`src/rtl/bus_sync_pkg.sv`:
```
// Shared definitions for the bus_sync_rx receiver slice.
//   state_t          : receiver FSM encoding (IDLE / SETTLE / HOLD)
//   CNT_W            : width of the settle-window down-counter
//   *_MIN / *_MAX    : legal ranges of the receiver parameters
//   settle_load()    : counter preload for a given settle window length
package bus_sync_pkg;

    typedef enum logic [1:0] {
        IDLE   = 2'd0,
        SETTLE = 2'd1,
        HOLD   = 2'd2
    } state_t;

    localparam int CNT_W = 4;

    localparam int SYNC_STAGES_MIN   = 2;
    localparam int SYNC_STAGES_MAX   = 4;
    localparam int SETTLE_CYCLES_MIN = 1;
    localparam int SETTLE_CYCLES_MAX = 15;

    // The counter is loaded on the IDLE->SETTLE edge and the capture happens
    // on the cycle it reads zero, so a window of N cycles preloads N-1.
    function automatic logic [CNT_W-1:0] settle_load(input int settle_cycles);
        return CNT_W'(settle_cycles - 1);
    endfunction

endpackage

```
`src/rtl/bus_sync_rx_sync_chain.sv`:
```
// N-flop synchronizer for the request toggle.
//   clk : destination clock
//   rst : synchronous active-high reset, clears every stage
//   d   : asynchronous input
//   q   : synchronized output (last stage)
// The stage register carries the same attributes as the bus false-path flop
// so the tools neither duplicate it, fold it into a shift-register primitive,
// nor optimise it away. The instance name (u_req_sync in the top) is what the
// timing constraint on req_tog_in refers to.
module sync_chain #(
    parameter int WIDTH  = 1,
    parameter int STAGES = 2
) (
    input  logic             clk,
    input  logic             rst,
    input  logic [WIDTH-1:0] d,
    output logic [WIDTH-1:0] q
);

    (* async_reg = "true", shreg_extract = "no", dont_touch = "true", keep = "true" *)
    logic [WIDTH-1:0] stage [STAGES];

    always_ff @(posedge clk) begin
        if (rst) begin
            for (int i = 0; i < STAGES; i++) begin
                stage[i] <= '0;
            end
        end else begin
            stage[0] <= d;
            for (int i = 1; i < STAGES; i++) begin
                stage[i] <= stage[i-1];
            end
        end
    end

    assign q = stage[STAGES-1];

endmodule

```
`src/rtl/bus_sync_rx.sv`:
```
// Destination-domain receiver for a toggle-request / toggle-acknowledge bus
// crossing. The sender holds data_in stable and flips req_tog_in once per
// word; this block synchronizes the toggle, waits a settle window, captures
// data_in and offers it on a valid/ready port, then flips ack_tog_out.
//   clk, rst      : destination clock, synchronous active-high reset
//   req_tog_in    : asynchronous request toggle from the sender
//   data_in       : bus from the false-path flop, sampled after settling
//   data_out      : captured word, stable while out_valid is high
//   out_valid     : data_out holds an unconsumed word
//   out_ready     : consumer accepts the word (ignored while out_valid=0)
//   ack_tog_out   : acknowledge toggle back to the sender
//   busy          : FSM is not in IDLE (registered)
//   protocol_err  : sticky, a request edge arrived while not IDLE
//
// Handshake: a word transfers on any rising clk edge where out_valid and
// out_ready are both high. out_valid is a pure register output and never
// depends combinationally on out_ready; once raised it stays high, with
// data_out frozen, until that transfer edge.
//
// Legal parameter ranges: SYNC_STAGES 2..4, SETTLE_CYCLES 1..15 (see package).
module bus_sync_rx
    import bus_sync_pkg::*;
#(
    parameter int WIDTH         = 32,
    parameter int SYNC_STAGES   = 2,
    parameter int SETTLE_CYCLES = 2
) (
    input  logic             clk,
    input  logic             rst,
    input  logic             req_tog_in,
    input  logic [WIDTH-1:0] data_in,
    output logic [WIDTH-1:0] data_out,
    output logic             out_valid,
    input  logic             out_ready,
    output logic             ack_tog_out,
    output logic             busy,
    output logic             protocol_err
);

    logic             req_s;
    logic             req_prev;
    logic             req_edge;
    state_t           state;
    logic [CNT_W-1:0] cnt;

    sync_chain #(
        .WIDTH  (1),
        .STAGES (SYNC_STAGES)
    ) u_req_sync (
        .clk (clk),
        .rst (rst),
        .d   (req_tog_in),
        .q   (req_s)
    );

    // Any change of the synchronized toggle is one request.
    assign req_edge = req_s ^ req_prev;

    always_ff @(posedge clk) begin
        if (rst) begin
            req_prev     <= 1'b0;
            state        <= IDLE;
            cnt          <= '0;
            data_out     <= '0;
            out_valid    <= 1'b0;
            ack_tog_out  <= 1'b0;
            busy         <= 1'b0;
            protocol_err <= 1'b0;
        end else begin
            // req_prev follows req_s unconditionally, so an edge dropped as a
            // protocol error is consumed here and never reappears later.
            req_prev <= req_s;

            case (state)
                IDLE: begin
                    if (req_edge) begin
                        state <= SETTLE;
                        cnt   <= settle_load(SETTLE_CYCLES);
                        busy  <= 1'b1;
                    end
                end

                SETTLE: begin
                    if (req_edge) begin
                        protocol_err <= 1'b1;
                    end
                    if (cnt != '0) begin
                        cnt <= cnt - CNT_W'(1);
                    end else begin
                        data_out  <= data_in;
                        out_valid <= 1'b1;
                        state     <= HOLD;
                    end
                end

                HOLD: begin
                    // An edge coincident with the handshake is still an
                    // error: the sender could not have seen this ack yet.
                    if (req_edge) begin
                        protocol_err <= 1'b1;
                    end
                    if (out_ready) begin
                        out_valid   <= 1'b0;
                        ack_tog_out <= ~ack_tog_out;
                        state       <= IDLE;
                        busy        <= 1'b0;
                    end
                end

                default: begin
                    state     <= IDLE;
                    out_valid <= 1'b0;
                    busy      <= 1'b0;
                end
            endcase
        end
    end

endmodule

```
`config.mk`:
```
export PLATFORM = sky130hd
export DESIGN_NAME = bus_sync_rx
export DESIGN_NICKNAME = d
export VERILOG_FILES = /design/src/rtl/bus_sync_pkg.sv /design/src/rtl/bus_sync_rx_sync_chain.sv /design/src/rtl/bus_sync_rx.sv
export SDC_FILE = /design/constraint.sdc
export NUM_CORES = 1
export LEC_CHECK = 0
export ABC_AREA = 1
export ABC_CLOCK_PERIOD_IN_PS = 1500
export CELL_PAD_IN_SITES_DETAIL_PLACEMENT = 1
export CELL_PAD_IN_SITES_GLOBAL_PLACEMENT = 1
export CORE_UTILIZATION = 30
export CTS_CLUSTER_DIAMETER = 120
export CTS_CLUSTER_SIZE = 30
export DETAILED_ROUTE_END_ITERATION = 8
export PLACE_DENSITY_LB_ADDON = 0.1
export SYNTH_ARGS = -nofsm -noshare
export SYNTH_HDL_FRONTEND = slang
export SYNTH_SLANG_ARGS = --single-unit
```
`constraint.sdc`:
```
create_clock -name clk -period 1.5 [get_ports clk]
set_input_delay 0.225 -clock clk [delete_from_list [all_inputs] [get_ports clk]]
set_output_delay 0.225 -clock clk [all_outputs]
set_load 0.05 [all_outputs]
```
# --- After elaboration in Yosys (flattened, before gate mapping) ---
# Memories as Yosys holds them, arrays and structs flattened.
# Index checks and enable logic that the tools add are counted.
word_totals:
  ff_bits: 43
  mem_bits_rw: 2
  in_bits: 36
  output_inout_bits: 36
  wordCells: 51
  memories: 1
classes:
  n_addsub: 1
  n_eq_ne: 6
  n_mux: 17
  bitwise_logic: 7
  n_reduce_logical: 11
mem_list:
  columns: ["memory", "words", "width", "read_ports", "rd_clocked_by_memory_dff", "write_ports", "line_no", "rtl"]
  rows:
  - ["u_req_sync.stage", 2, 1, 2, 0, 2, "bus_sync_rx_sync_chain.sv:21", "logic [WIDTH-1:0] stage [STAGES];"]
op_table:
  columns: ["operator", "count"]
  rows:
  - ["AND reduction 3 bit", 4]
  - ["two-way mux 1 bit", 8]
  - ["two-way mux 4 bit", 2]
  - ["inequality test 2 bit (second input constant)", 4]
  - ["one-hot mux 4 bit (2 select lines)", 1]
  - ["two-way mux 2 bit", 3]
  - ["one-hot mux 1 bit (3 select lines)", 2]
  - ["one-hot mux 2 bit (3 select lines)", 1]
  - ["AND reduction 2 bit", 3]
  - ["NOT 1 bit", 4]
  - ["nonzero test 4 bit", 1]
  - ["subtractor 4 x 1 -> 4 bit (second input constant)", 1]
  - ["== test 2 x 1 -> 1 bit (second input constant)", 1]
  - ["== test 2 bit (second input constant)", 1]
  - ["zero test 2 bit", 1]
  - ["bitwise OR 1 bit", 2]
  - ["nonzero test 2 bit", 1]
  - ["OR reduction 2 bit", 1]
  - ["XOR 1 bit", 1]

# --- Depth between registers and ports, before layout ---
logic_depth:
  ltp_word: 3
  mapped_depth: 9
  mapped_depth_nobuf: 9

# --- Hierarchy ---
# Synthesis repeated with hierarchy kept, for this count alone.
unflattened:
  cells_unflattened: 228
  hier_area_um2: 1821.7
by_module_without_submodules:
  columns: ["module", "n_inst", "cells_per_inst", "area_per_inst_um2", "seq_area_each_um2"]
  rows:
  - ["bus_sync_rx", 1, 222, 1766.7, 860.8]
  - ["sync_chain", 1, 6, 55.1, 40.0]

# --- Worst setup path after synthesis ---
# Ideal clock, no wire load.
synth_path:
  path_type: "register to register"
  start: "register state[1]"
  end: "register data_out[10]"
  setup_ns: 0.117
  arrival_time_ns: 1.096
  required_time_ns: 1.383
  path_slack_ns: 0.287
  path_stages_with_launch: 8
  path_buffers: 2
  synth_period_minus_slack_ns: 1.213
  path_cell_list: "dfxtp_1 -> inv_1 -> ha_1 -> nand3_2 -> buf_6 -> buf_6 -> o21ai_1 -> a21oi_1"
synth_between:
  elab_chain_cells: 2
synth_rtl:
  columns: ["item", "line_no", "rtl"]
  rows:
  - ["from (decl)", "bus_sync_rx.sv:43", "state_t state;"]
  - ["from (signal assigned)", "bus_sync_rx.sv:62", "state <= IDLE;"]
  - ["from (signal assigned)", "bus_sync_rx.sv:77", "state <= SETTLE;"]
  - ["from (signal assigned)", "bus_sync_rx.sv:92", "state <= HOLD;"]
  - ["== test 2 x 1 -> 1 bit", "bus_sync_rx.sv:74", "case (state)"]
  - ["AND reduction 2 bit (no line)", null, null]
  - ["to (signal assigned)", "bus_sync_rx.sv:90", "data_out <= data_in;"]
  - ["to (decl)", "bus_sync_rx.sv:32", "output logic [WIDTH-1:0] data_out,"]
# No other way between the ends.
# A chain may end at the register's enable or synchronous reset.

# --- Worst setup path after layout ---
layout_path:
  start: "register state[0]"
  end: "register cnt[1]"
layout_between:
  elab_chain_cells: 3
  elab_cells_between_ends: 7
  classes_between: "3 x eq/ne; 1 x mux; 3 x reduce/logical"
layout_rtl:
  columns: ["item", "line_no", "rtl"]
  rows:
  - ["== test 2 x 1 -> 1 bit or zero test 2 bit (tied branches)", "bus_sync_rx.sv:74", null]
  - ["inequality test 2 bit (no line) or nonzero test 2 bit (tied branches)", null, null]
  - ["AND reduction 3 bit (no line)", null, null]
  - ["to (signal assigned)", "bus_sync_rx.sv:78", "cnt <= settle_load(SETTLE_CYCLES);"]
  - ["to (signal assigned)", "bus_sync_rx.sv:88", "cnt <= cnt - CNT_W'(1);"]
  - ["to (decl)", "bus_sync_rx.sv:44", "logic [CNT_W-1:0] cnt;"]
# Several ways; a longest one is shown, not always the timed one.

==> key figures <==
Floorplanning
  • Num ports: 72
  • CORE AREA: 5886 um^2
  • Die W: 79.93 um
  • Row Count: 28
  • Die Ht: 79.93 um
  • Initial Utilization: 30.95%
  • Die area: 6388 um^2

Final layout
  • Fillers: 720
  • ANT cells: 0
  • Share of cells above drive strength 1: 18.48%
  • Layout area overhead: 44.71%
  • Cell area after layout: 2636 um^2
  • Nets: 344

Timing
  • Count of final hold-check violations: 0
  • Slew headroom: 79.43%
  • Fmax: 723.6 MHz
  • Tmin final: 1382 ps
  • Unrepaired setup endpoints after global routing: no
  • Worst slew pin tran: 307.7 ps
  • Slew Viols, Final: 0
  • Period utilisation layout: 92.13%
  • Final setup viols: 0
  • TNS Setup: 0 ps
  • Hold WS: 410.7 ps
  • Post-Route Skew: 3.390 ps

Synth
  • Ys flop type: dfxtp_1
  • Seq/Total Area, Yosys: 49.45%
  • Synth cell count leaders: inv_1 (49), dfxtp_1 (45), a21oi_1 (40)
  • Leading area contributor after synthesis: dfxtp_1
  • Count leader, synth: inv_1
  • Yosys reg bits: 45
  • Share of Yosys cell area claimed by the top area cell type: 49.45%
  • Post-synthesis cell count: 229
  • Synthesized area per cell: 7.955 um^2
  • Yosys warns: 0
  • Async SR Flop Fraction: 0%
  • Ranking of synthesized cells by area: dfxtp_1 (49%), a21oi_1 (11%), inv_1 (10%), o21ai_0 (6.6%), ha_1 (4.1%)
  • Unique cell type count in the Yosys netlist: 20
  • Number of synthesized flops with an enable pin: 0
  • Synthesized Nets: 271
  • Syn Std Cell Area: 1822 um^2

Run status
  • Status: completed

Setup path
  • Crit end category: flip-flop
  • Crit-path max FO: 6
  • Crit path kind: reg -> reg
  • R2r worst-path depth: 6
  • Critical Path RT: 1690 ps
  • Critical path arrival: 1570 ps
  • Startpoint types: flip-flop

Detailed routing
  • DR vias/cell: 4.415
  • M1 wire length: 1.958 mm
  • TritonRoute pass-1 iters: 4
  • Drt drc: 0
  • ANT nets after route: 0
  • DR vias: 1669
  • WL met3: 279 um
  • Wire length on met2: 1.970 mm
  • Final wirelength: 4.275 mm
  • DRT iter0 DRCs: 28
  • Top sig layer: met4
  • Mean routed wirelength per cell: 11.31 um

Place
  • Placed Instance Area: 2536 um^2
  • GPL Wtd Cong: 0.6989
  • PortBufs: 71
  • Dpl hpwl: 3.080 mm

Clock tree
  • CTS Buf Count: 5
  • Clk_lat worst skew: 290 ps
  • Clock Tree Buf Depth: 2
  • Clock-pin slew on the worst setup and hold paths: 80 ps
  • CTS Sinks: 45
  • Post-CTS Setup Bufs: 0
  • CTS tree: done
  • Root Buffer: clkbuf_8
  • Depth of the CTS H-tree: 2

Global route
  • Largest net degree at the start of global routing: 40
  • Vias in the first global route: 1534
  • Gr usage total: 14.35%
  • First-pass GRT wire length: 7.107 mm
  • Initial antenna violation count: 0
  • Grt total ovfl: 0

Power and ir drop
  • Max IR drop VDD: 0.0007545 V
  • PD cells: 2172 nW/um^2
  • Static Leak: 1.108 nW

Min path
  • Worst hold stages: 2
  • HP Class: reg -> reg

Flow run
  • MaxCap Viol Count: 0
==> worst max-delay path, cell delays in order, from the launching register on <==
cell     delay [ps]
dfxtp_1         350
inv_1            90
ha_1            220
nand3_1         250
nand3_4         140
o21ai_0         180
nor2_1           50
==> worst paths after layout <==
kind | start | endpoint | slack (ps)
max | state[0] | cnt[1] | 120
min | u_req_sync.stage[0][0] | u_req_sync.stage[0][1] | 410
max reg2reg | state[0] | cnt[1] | 120
min reg2reg | u_req_sync.stage[0][0] | u_req_sync.stage[0][1] | 410
==> report_power, final <==
part           switching, W  internal (W)
sequential         0.000204       0.00160
combinational       0.00215       0.00103
clock              0.000410      0.000328
==> metrics by stage <==
step	std cells	power, W	setup WS (ps)	util, %
2_1_floorplan	229	0.004114	286.6	-
3_3_place_gp	370	0.004976	119.1	43.09
3_5_place_dp	370	0.005016	90.74	43.09
4_1_cts	378	0.005783	86.25	44.58
5_1_grt	378	0.006163	6.883	44.79
6_report	378	0.005726	118.1	44.79
==> area by class of cell <==
class                           count  area (um^2)  area share [%]
Sequential cell                    45        900.9           34.17
Timing Repair Buffer               77        703.2           26.67
Multi-Input combinational cell    123        663.1           25.15
Inverter                           50        187.7           7.119
Tap cell                           75        93.84           3.560
Clock buffer                        6        72.57           2.753
Clock inverter                      2        15.01          0.5695
==> state kept, by name, summed over array words and instances (netlist names) <==
| signal | flops |
|---|---|
| ack_tog_out | 1 |
| req_prev | 1 |
| u_req_sync.stage | 2 |
| state | 2 |
| out_valid | 1 |
| protocol_err | 1 |
| cnt | 4 |
| busy | 1 |
| data_out | 32 |
==> metal layers <==
| layer | track usage (%) | vias up |
|---|---|---|
| met3 | 3.886 | 6 |
| li1 | - | 865 |
| met1 | 17.88 | 752 |
| met5 | 0 | - |
| met4 | 5.893 | 0 |
| met2 | 23.25 | 46 |
==> cells by family (layout without fill, tap and decap cells) <==
logic type | count (synthesis) | in the layout | synth area share, %
adder cells (fa/ha/maj) | 6 | 6 | 4.121
buffers and inverters | 61 | 135 | 14.83
flip-flops | 45 | 45 | 49.45
AO/OA/AOI/OAI | 76 | 76 | 21.15
AND/OR/NAND/NOR | 40 | 40 | 9.959
XOR/XNOR | 1 | 1 | 0.4809
==> timing repair <==
action / in CTS / in global routing
endpoints found under the setup margin: 0 / 14
endpoints found under the hold margin: 0 / 0
gates resized for setup: 0 / 5
hold buffers: 0 / 0
==> cells in the final DEF, fill, tap and decap left out <==
cell             count
a21boi_0             1
o21ai_0             23
clkbuf_8             5
nand3_4              2
dfxtp_1             45
o21a_1               1
nor2_2               1
clkdlybuf4s50_1     35
clkbuf_1             1
o21ai_1             11
nand3_1              6
buf_4               39
buf_12               3
inv_2                2
clkinvlp_4           2
xor2_1               1
nand2_1             17
ha_2                 2
nor3_1               1
a21oi_1             40
nor2_1              13
inv_1               48
ha_1                 4
No activity file was read; power rests on OpenSTA's default activity.
